`config.mk`:
```
export PLATFORM = sky130hd
export DESIGN_NAME = alu_reservation_station_flat
export DESIGN_NICKNAME = d
export VERILOG_FILES = /design/src/rtl/alu_reservation_station_if.sv /design/src/rtl/alu_reservation_station.sv /design/src/flat_wrapper.sv
export SDC_FILE = /design/constraint.sdc
export NUM_CORES = 1
export LEC_CHECK = 0
export BUFFER_PORTS_ARGS = -buffer_cell sky130_fd_sc_hd__buf_2
export CAP_MARGIN = 10
export CORE_UTILIZATION = 35
export CTS_CLUSTER_SIZE = 28
export DETAILED_ROUTE_END_ITERATION = 7
export SYNTH_ARGS = -nofsm -noshare
export SYNTH_HDL_FRONTEND = slang
export SYNTH_SLANG_ARGS = --single-unit
```
`constraint.sdc`:
```
create_clock -name clk -period 2.9 [get_ports clk]
set_clock_uncertainty 0.15 [all_clocks]
set_input_delay 0.725 -clock clk [delete_from_list [all_inputs] [get_ports clk]]
set_output_delay 0.725 -clock clk [all_outputs]
set_load 0.005 [all_outputs]
```
`src/rtl/alu_reservation_station_if.sv`:
```
// Dispatch / CDB / issue bundle for the ALU reservation station.
// master = producer/consumer side (dispatch unit, CDB, ALU); slave = the station.
interface alu_reservation_station_if #(
  parameter int XLEN      = 32,
  parameter int TAG_WIDTH = 5
);
  logic                 flush;
  logic                 dispatch_valid;
  logic                 dispatch_ready;
  logic [2:0]           dispatch_funct3;
  logic                 dispatch_sign;
  logic                 dispatch_a_ready;
  logic                 dispatch_b_ready;
  logic [XLEN-1:0]      dispatch_a;
  logic [XLEN-1:0]      dispatch_b;
  logic [TAG_WIDTH-1:0] dispatch_a_tag;
  logic [TAG_WIDTH-1:0] dispatch_b_tag;
  logic [TAG_WIDTH-1:0] dispatch_dest_tag;
  logic                 cdb_valid;
  logic [TAG_WIDTH-1:0] cdb_tag;
  logic [XLEN-1:0]      cdb_value;
  logic                 issue_valid;
  logic                 issue_ready;
  logic [XLEN-1:0]      issue_a;
  logic [XLEN-1:0]      issue_b;
  logic [2:0]           issue_funct3;
  logic                 issue_sign;
  logic [TAG_WIDTH-1:0] issue_dest_tag;

  modport master (
    output flush, dispatch_valid, dispatch_funct3, dispatch_sign,
           dispatch_a_ready, dispatch_b_ready, dispatch_a, dispatch_b,
           dispatch_a_tag, dispatch_b_tag, dispatch_dest_tag,
           cdb_valid, cdb_tag, cdb_value, issue_ready,
    input  dispatch_ready, issue_valid, issue_a, issue_b,
           issue_funct3, issue_sign, issue_dest_tag
  );

  modport slave (
    input  flush, dispatch_valid, dispatch_funct3, dispatch_sign,
           dispatch_a_ready, dispatch_b_ready, dispatch_a, dispatch_b,
           dispatch_a_tag, dispatch_b_tag, dispatch_dest_tag,
           cdb_valid, cdb_tag, cdb_value, issue_ready,
    output dispatch_ready, issue_valid, issue_a, issue_b,
           issue_funct3, issue_sign, issue_dest_tag
  );
endinterface

```
`src/rtl/alu_reservation_station.sv`:
```
// ALU reservation station: holds dispatched ops until both operands are
// present (direct, dispatch-time CDB bypass, or CDB snoop), then issues the
// lowest-index ready entry. Issue outputs depend on registered state only.

// One station slot. Top gates alloc with flush, so alloc never coincides with it.
module alu_rs_entry #(
  parameter int XLEN      = 32,
  parameter int TAG_WIDTH = 5
) (
  input  logic                 clk,
  input  logic                 reset_n,
  input  logic                 flush,
  input  logic                 alloc,
  input  logic                 release_en,
  input  logic [2:0]           d_funct3,
  input  logic                 d_sign,
  input  logic                 d_a_ready,
  input  logic                 d_b_ready,
  input  logic [XLEN-1:0]      d_a,
  input  logic [XLEN-1:0]      d_b,
  input  logic [TAG_WIDTH-1:0] d_a_tag,
  input  logic [TAG_WIDTH-1:0] d_b_tag,
  input  logic [TAG_WIDTH-1:0] d_dest_tag,
  input  logic                 cdb_valid,
  input  logic [TAG_WIDTH-1:0] cdb_tag,
  input  logic [XLEN-1:0]      cdb_value,
  output logic                 busy,
  output logic                 ready,
  output logic [2:0]           funct3,
  output logic                 sign,
  output logic [TAG_WIDTH-1:0] dest_tag,
  output logic [XLEN-1:0]      a,
  output logic [XLEN-1:0]      b
);
  logic                 a_rdy, b_rdy;
  logic [TAG_WIDTH-1:0] a_tag, b_tag;
  logic                 a_byp, b_byp, a_hit, b_hit;

  // Same-cycle CDB result for an operand arriving with the dispatch.
  assign a_byp = !d_a_ready && cdb_valid && (cdb_tag == d_a_tag);
  assign b_byp = !d_b_ready && cdb_valid && (cdb_tag == d_b_tag);
  // Snoop for operands already parked in the slot.
  assign a_hit = busy && !a_rdy && cdb_valid && (cdb_tag == a_tag);
  assign b_hit = busy && !b_rdy && cdb_valid && (cdb_tag == b_tag);
  assign ready = busy && a_rdy && b_rdy;

  // Slot state: flush beats allocate beats release; operands fill on alloc or snoop.
  always_ff @(posedge clk or negedge reset_n) begin
    if (!reset_n) begin
      busy <= 1'b0; funct3 <= '0; sign <= 1'b0; dest_tag <= '0;
      a_rdy <= 1'b0; b_rdy <= 1'b0; a <= '0; b <= '0; a_tag <= '0; b_tag <= '0;
    end else begin
      if (flush)           busy <= 1'b0;
      else if (alloc)      busy <= 1'b1;
      else if (release_en) busy <= 1'b0;
      if (alloc) begin
        funct3   <= d_funct3;
        sign     <= d_sign;
        dest_tag <= d_dest_tag;
        a_tag    <= d_a_tag;
        b_tag    <= d_b_tag;
        a_rdy    <= d_a_ready | a_byp;
        b_rdy    <= d_b_ready | b_byp;
        a        <= d_a_ready ? d_a : (a_byp ? cdb_value : '0);
        b        <= d_b_ready ? d_b : (b_byp ? cdb_value : '0);
      end else begin
        if (a_hit) begin a_rdy <= 1'b1; a <= cdb_value; end
        if (b_hit) begin b_rdy <= 1'b1; b <= cdb_value; end
      end
    end
  end
endmodule

module alu_reservation_station #(
  parameter int XLEN      = 32,
  parameter int TAG_WIDTH = 5,
  parameter int N_ENTRIES = 4
) (
  input  logic                       clk,
  input  logic                       reset_n,
  alu_reservation_station_if.slave   bus
);
  logic [N_ENTRIES-1:0]                busy, rdy, alloc_oh, sel_oh;
  logic [N_ENTRIES-1:0][XLEN-1:0]      ent_a, ent_b;
  logic [N_ENTRIES-1:0][2:0]           ent_f3;
  logic [N_ENTRIES-1:0]                ent_sign;
  logic [N_ENTRIES-1:0][TAG_WIDTH-1:0] ent_dest;
  logic                                accept, fire;

  // Registered busy bits only: a slot freed this edge is not offered until next cycle.
  assign bus.dispatch_ready = ~&busy;
  assign accept             = bus.dispatch_valid & bus.dispatch_ready & ~bus.flush;
  assign bus.issue_valid    = |rdy;
  assign fire               = bus.issue_valid & bus.issue_ready;

  // Lowest-index free slot and lowest-index ready slot (descending scan, last write wins).
  always_comb begin
    alloc_oh = '0;
    sel_oh   = '0;
    for (int i = N_ENTRIES - 1; i >= 0; i--) begin
      if (!busy[i]) begin alloc_oh = '0; alloc_oh[i] = 1'b1; end
      if (rdy[i])   begin sel_oh   = '0; sel_oh[i]   = 1'b1; end
    end
  end

  for (genvar g = 0; g < N_ENTRIES; g++) begin : g_ent
    alu_rs_entry #(.XLEN(XLEN), .TAG_WIDTH(TAG_WIDTH)) u_ent (
      .clk        (clk),
      .reset_n    (reset_n),
      .flush      (bus.flush),
      .alloc      (accept & alloc_oh[g]),
      .release_en (fire & sel_oh[g]),
      .d_funct3   (bus.dispatch_funct3),
      .d_sign     (bus.dispatch_sign),
      .d_a_ready  (bus.dispatch_a_ready),
      .d_b_ready  (bus.dispatch_b_ready),
      .d_a        (bus.dispatch_a),
      .d_b        (bus.dispatch_b),
      .d_a_tag    (bus.dispatch_a_tag),
      .d_b_tag    (bus.dispatch_b_tag),
      .d_dest_tag (bus.dispatch_dest_tag),
      .cdb_valid  (bus.cdb_valid),
      .cdb_tag    (bus.cdb_tag),
      .cdb_value  (bus.cdb_value),
      .busy       (busy[g]),
      .ready      (rdy[g]),
      .funct3     (ent_f3[g]),
      .sign       (ent_sign[g]),
      .dest_tag   (ent_dest[g]),
      .a          (ent_a[g]),
      .b          (ent_b[g])
    );
  end

  // AND-OR mux of the selected slot; all-zero when nothing is ready.
  always_comb begin
    bus.issue_a        = '0;
    bus.issue_b        = '0;
    bus.issue_funct3   = '0;
    bus.issue_sign     = 1'b0;
    bus.issue_dest_tag = '0;
    for (int i = 0; i < N_ENTRIES; i++) begin
      bus.issue_a        = bus.issue_a        | (ent_a[i]    & {XLEN{sel_oh[i]}});
      bus.issue_b        = bus.issue_b        | (ent_b[i]    & {XLEN{sel_oh[i]}});
      bus.issue_funct3   = bus.issue_funct3   | (ent_f3[i]   & {3{sel_oh[i]}});
      bus.issue_sign     = bus.issue_sign     | (ent_sign[i] & sel_oh[i]);
      bus.issue_dest_tag = bus.issue_dest_tag | (ent_dest[i] & {TAG_WIDTH{sel_oh[i]}});
    end
  end
endmodule

```
`src/flat_wrapper.sv`:
```
// flat-port wrapper written by rule: the top's interface ports become plain ports
module alu_reservation_station_flat 
#(
  parameter int XLEN      = 32,
  parameter int TAG_WIDTH = 5,
  parameter int N_ENTRIES = 4
)
  (clk, reset_n, bus_flush, bus_dispatch_valid, bus_dispatch_funct3, bus_dispatch_sign, bus_dispatch_a_ready, bus_dispatch_b_ready, bus_dispatch_a, bus_dispatch_b, bus_dispatch_a_tag, bus_dispatch_b_tag, bus_dispatch_dest_tag, bus_cdb_valid, bus_cdb_tag, bus_cdb_value, bus_issue_ready, bus_dispatch_ready, bus_issue_valid, bus_issue_a, bus_issue_b, bus_issue_funct3, bus_issue_sign, bus_issue_dest_tag);
  alu_reservation_station_if #(.XLEN(XLEN), .TAG_WIDTH(TAG_WIDTH)) bus_i ();
  input  logic clk;
  input  logic reset_n;
  input wire logic [$bits(bus_i.flush)-1:0] bus_flush;
  input wire logic [$bits(bus_i.dispatch_valid)-1:0] bus_dispatch_valid;
  input wire logic [$bits(bus_i.dispatch_funct3)-1:0] bus_dispatch_funct3;
  input wire logic [$bits(bus_i.dispatch_sign)-1:0] bus_dispatch_sign;
  input wire logic [$bits(bus_i.dispatch_a_ready)-1:0] bus_dispatch_a_ready;
  input wire logic [$bits(bus_i.dispatch_b_ready)-1:0] bus_dispatch_b_ready;
  input wire logic [$bits(bus_i.dispatch_a)-1:0] bus_dispatch_a;
  input wire logic [$bits(bus_i.dispatch_b)-1:0] bus_dispatch_b;
  input wire logic [$bits(bus_i.dispatch_a_tag)-1:0] bus_dispatch_a_tag;
  input wire logic [$bits(bus_i.dispatch_b_tag)-1:0] bus_dispatch_b_tag;
  input wire logic [$bits(bus_i.dispatch_dest_tag)-1:0] bus_dispatch_dest_tag;
  input wire logic [$bits(bus_i.cdb_valid)-1:0] bus_cdb_valid;
  input wire logic [$bits(bus_i.cdb_tag)-1:0] bus_cdb_tag;
  input wire logic [$bits(bus_i.cdb_value)-1:0] bus_cdb_value;
  input wire logic [$bits(bus_i.issue_ready)-1:0] bus_issue_ready;
  output wire logic [$bits(bus_i.dispatch_ready)-1:0] bus_dispatch_ready;
  output wire logic [$bits(bus_i.issue_valid)-1:0] bus_issue_valid;
  output wire logic [$bits(bus_i.issue_a)-1:0] bus_issue_a;
  output wire logic [$bits(bus_i.issue_b)-1:0] bus_issue_b;
  output wire logic [$bits(bus_i.issue_funct3)-1:0] bus_issue_funct3;
  output wire logic [$bits(bus_i.issue_sign)-1:0] bus_issue_sign;
  output wire logic [$bits(bus_i.issue_dest_tag)-1:0] bus_issue_dest_tag;
  assign bus_i.flush = bus_flush;
  assign bus_i.dispatch_valid = bus_dispatch_valid;
  assign bus_i.dispatch_funct3 = bus_dispatch_funct3;
  assign bus_i.dispatch_sign = bus_dispatch_sign;
  assign bus_i.dispatch_a_ready = bus_dispatch_a_ready;
  assign bus_i.dispatch_b_ready = bus_dispatch_b_ready;
  assign bus_i.dispatch_a = bus_dispatch_a;
  assign bus_i.dispatch_b = bus_dispatch_b;
  assign bus_i.dispatch_a_tag = bus_dispatch_a_tag;
  assign bus_i.dispatch_b_tag = bus_dispatch_b_tag;
  assign bus_i.dispatch_dest_tag = bus_dispatch_dest_tag;
  assign bus_i.cdb_valid = bus_cdb_valid;
  assign bus_i.cdb_tag = bus_cdb_tag;
  assign bus_i.cdb_value = bus_cdb_value;
  assign bus_i.issue_ready = bus_issue_ready;
  assign bus_dispatch_ready = bus_i.dispatch_ready;
  assign bus_issue_valid = bus_i.issue_valid;
  assign bus_issue_a = bus_i.issue_a;
  assign bus_issue_b = bus_i.issue_b;
  assign bus_issue_funct3 = bus_i.issue_funct3;
  assign bus_issue_sign = bus_i.issue_sign;
  assign bus_issue_dest_tag = bus_i.issue_dest_tag;
  alu_reservation_station #(.XLEN(XLEN), .TAG_WIDTH(TAG_WIDTH), .N_ENTRIES(N_ENTRIES)) u_core (.clk(clk), .reset_n(reset_n), .bus(bus_i));
endmodule
```
==> run summary <==
• **Max Cap Viol** 0
• **post-route cell area** 0.0209 mm²
• **Layout area overhead** 24.1%
• **horizontal extent of the die** 221 µm
• **Avg Cell Area, Syn** 9.93 µm²
• **GRT Overall Usage** 24.8%
• **Final nets** 1982
• **Clock Path Buffers** 3
• **failing checks** setup timing
• **kind of critical path** register to primary output
• **Core Area** 0.0476 mm²
• **maximum number of pins on one net before global-route repair** 66
• **remaining antenna violation count** 0
• **first-pass GRT wire length** 94200 µm
• **CTS H-tree lvls** 2
• **clock-pin slew on the worst setup and hold paths** 0.06 ns
• **clock latency on the worst-skew pair** 0.55 ns
• **data arrival time at the worst-slack endpoint** 2.31 ns
• **placed inst area** 0.0187 mm²
• **number of fill cells** 4503
• **proportion of synthesized chip area in sequential cells** 51.1%
• **power per standard cell area** 638 mW/mm²
• **Routed WL per cell** 24.9 µm
• **effective utilization at floorplan** 35.4%
• **relative contribution of the clock network to total power** 40.5%
• **Crit. End Element** primary output
• **internal cell power** 9830 µW
• **final wirelength** 62200 µm
• **Seq cells post-synth** 344
• **Post-Syn Nets** 1825
• **register share of total power** 46.0%
• **DRC** 0
• **First DRT Iteration DRCs** 1645
• **die extent in y** 221 µm
• **Clock Root Buffer** sky130_fd_sc_hd__clkbuf_16
• **clock tree from TritonCTS** done
• **dominant cell type by area after synthesis** sky130_fd_sc_hd__dfrtp_1
• **number of cells produced by synthesis** 1697
• **count of input and output buffers** 202
• **Die ar.** 0.0490 mm²
• **Netlist cell types** 29
• **final-report setup violation count** 74
• **warnings from Yosys** 0
• **detailed-routing iteration count for the pre-antenna-repair pass** 6
• **number of top-level pins** 203
• **status** complete, but fails checks
• **fraction of power spent switching nets** 26.4%
• **area share of the largest cell type after synthesis** 51.1%
• **overflow left after global routing** 0
• **synthesized cell area** 0.0169 mm²
• **Critical Path Source Type** register
• **leakage component of the power** 0.00980 µW
• **Required @ worst endpoint** 2.03 ns
• **RSZ-0062 raised after global routing** yes
• **headroom to the max-slew limit** 26.4%
• **maximum net fanout on the critical path** 11
• **number of sinks handled by clock tree synthesis** 344
• **routed via count divided by cell count** 6.04
• **hold violation count in the final report** 0
• **pre-CTS worst setup slack** 0.0490 ns
• **Worst Slack Setup Final** -0.281 ns
• **antenna violations before repair** 3
• **combinational fraction of design power** 13.6%
• **Vias** 15100
• **num rows** 80
• **Max VDD drop** 0.417 mV
• **pin slew with the least headroom to its limit** 1.10 ns
• **vias in the first global route** 15300
• **Final Slew Violations** 0
• **number of buffers added by the clock tree synthesis step** 40
• **maximum achievable frequency** 0.314 GHz
• **Net Switching** 3520 µW
• **final cycle utilization of the critical path** 110%
• **type of the tightest min-delay check** input port to register
• **HPWL after DPL** 37600 µm
• **weighted congestion at the end of routability-driven global placement** 0.852
• **cell types occupying the most area after synthesis** sky130_fd_sc_hd__dfrtp_1, sky130_fd_sc_hd__a221o_1, sky130_fd_sc_hd__nor2_1
• **layout cells sized above 1** 27.0%
• **final critical-path required period** 3.18 ns
-- synth_stat cells, drive strengths merged --
cell type,instances
a221o,329
a22oi,73
a31oi,2
and3,3
buf,104
clkbuf,79
dfrtp,344
nand2,311
nand3,4
nand3b,4
nand4,9
nand4b,1
nor2,342
nor2b,1
nor3,1
nor3b,2
nor4,9
o21ai,16
o21bai,8
or2,1
or3,1
or3b,1
or4,2
xnor2,42
xor2,8
-- placed cells by master (no fill, tap or decap), drive strengths merged, types with 3 or more instances in the layout --
| cell | netlist | final |
|---|---|---|
| clkbuf | 79 | 64 |
| nand2 | 311 | 311 |
| dfrtp | 344 | 344 |
| buf | 104 | 290 |
| a22oi | 73 | 73 |
| clkinv | 0 | 5 |
| a221o | 329 | 329 |
| nand3 | 4 | 4 |
| bufinv | 0 | 6 |
| and3 | 3 | 3 |
| o21bai | 8 | 8 |
| nor2 | 342 | 342 |
| xnor2 | 42 | 42 |
| xor2 | 8 | 8 |
| nand4 | 9 | 9 |
| o21ai | 16 | 16 |
| nand3b | 4 | 4 |
| nor4 | 9 | 9 |
-- layout make-up --
type	count	area [µm²]	share of cell area (%)
tap	615	769	3.68
timing repair buffer	298	2370	11.3
antenna	2	5.00	0.0239
sequential	344	8610	41.1
clock inverter	11	205	0.981
multi-input combinational	1170	7770	37.1
clock buffer	59	1190	5.70
-- cells by family (layout without fill, tap and decap cells) --
kind of cell | Yosys count | after routing | share of synthesized area (%)
AOI/OAI and AO/OA | 428 | 428 | 24.6
xor gates and xnor gates | 50 | 50 | 2.60
buffers and inverters | 183 | 368 | 5.62
DFF | 344 | 344 | 51.1
other | 0 | 2 | 0
and+or+nand+nor | 692 | 692 | 16.1
-- sequential cells by signal (all words and copies together) (netlist names), 12 cells and up --
| name | flops |
|---|---|
| u_core.g_ent.u_ent.a | 128 |
| u_core.g_ent.u_ent.b | 128 |
| u_core.g_ent.u_ent.dest_tag | 20 |
| u_core.g_ent.u_ent.b_tag | 20 |
| u_core.g_ent.u_ent.funct3 | 12 |
| u_core.g_ent.u_ent.a_tag | 20 |
-- final timing paths --
kind	from	end	slack, ns	cells after the start
max in group asynchronous	reset_n	u_core.g_ent[2].u_ent.a[31]	1.24	3
min	bus_dispatch_dest_tag[4]	u_core.g_ent[0].u_ent.dest_tag[4]	0.27	3
max reg2reg	u_core.g_ent[0].u_ent.busy	u_core.g_ent[1].u_ent.a[17]	0.48	6
min reg2reg	u_core.g_ent[3].u_ent.funct3[1]	u_core.g_ent[3].u_ent.funct3[1]	0.33	2
min in group asynchronous	reset_n	u_core.g_ent[2].u_ent.a[24]	0.57	2
max	u_core.g_ent[1].u_ent.b_rdy	bus_issue_a[2]	-0.28	8
-- critical path: stages, from the launching register on --
cell,delay [ns]
sky130_fd_sc_hd__dfrtp_1,0.39
sky130_fd_sc_hd__and3_4,0.29
sky130_fd_sc_hd__nor2_4,0.08
sky130_fd_sc_hd__buf_6,0.14
sky130_fd_sc_hd__buf_12,0.16
sky130_fd_sc_hd__a22oi_2,0.12
sky130_fd_sc_hd__nor2_1,0.06
sky130_fd_sc_hd__a221o_1,0.35
sky130_fd_sc_hd__buf_2,0.17
-- metrics by stage --
| step | instances | hold slack [ns] | utilization, % | TNS (ns) | total power, µW |
|---|---|---|---|---|---|
| 2_1_floorplan | 1697 | 0.279 | - | 0 | 7140 |
| 3_3_place_gp | 2406 | 0.307 | 39.3 | 0 | 7790 |
| 3_5_place_dp | 2406 | 0.313 | 39.3 | 0 | 7870 |
| 4_1_cts | 2488 | 0.248 | 42.8 | -14.09 | 13300 |
| 5_1_grt | 2498 | 0.263 | 43.9 | -18.74 | 13900 |
| 6_report | 2499 | 0.270 | 43.9 | -14.14 | 13400 |
-- routing by layer --
| metal | GRT usage [%] | routed length [µm] |
|---|---|---|
| met1 | 34.0 | 26800 |
| met2 | 38.6 | 28500 |
| met3 | 5.34 | 5040 |
| met4 | 8.65 | 1850 |
| met5 | 0 | 13 |
-- timing repair --
| item | CTS | global route |
|---|---|---|
| setup buffers | 7 | 4 |
| hold buffers | 1 | 0 |
| endpoints found under the setup margin | 73 | 74 |
| pin swaps | 17 | 17 |
| gates resized for setup | 14 | 81 |
| gates cloned | 4 | 8 |
| endpoints found under the hold margin | 25 | 0 |
-- power by group through the flow --
stage          sequential (µW)  clock, µW  combinational [µW]
2_1_floorplan             5980          0                1160
3_3_place_gp              6100          0                1690
3_5_place_dp              6110          0                1760
4_1_cts                   6050       5480                1790
5_1_grt                   6210       5690                1990
6_report                  6140       5400                1810
Power figures use the tool's default switching activity.
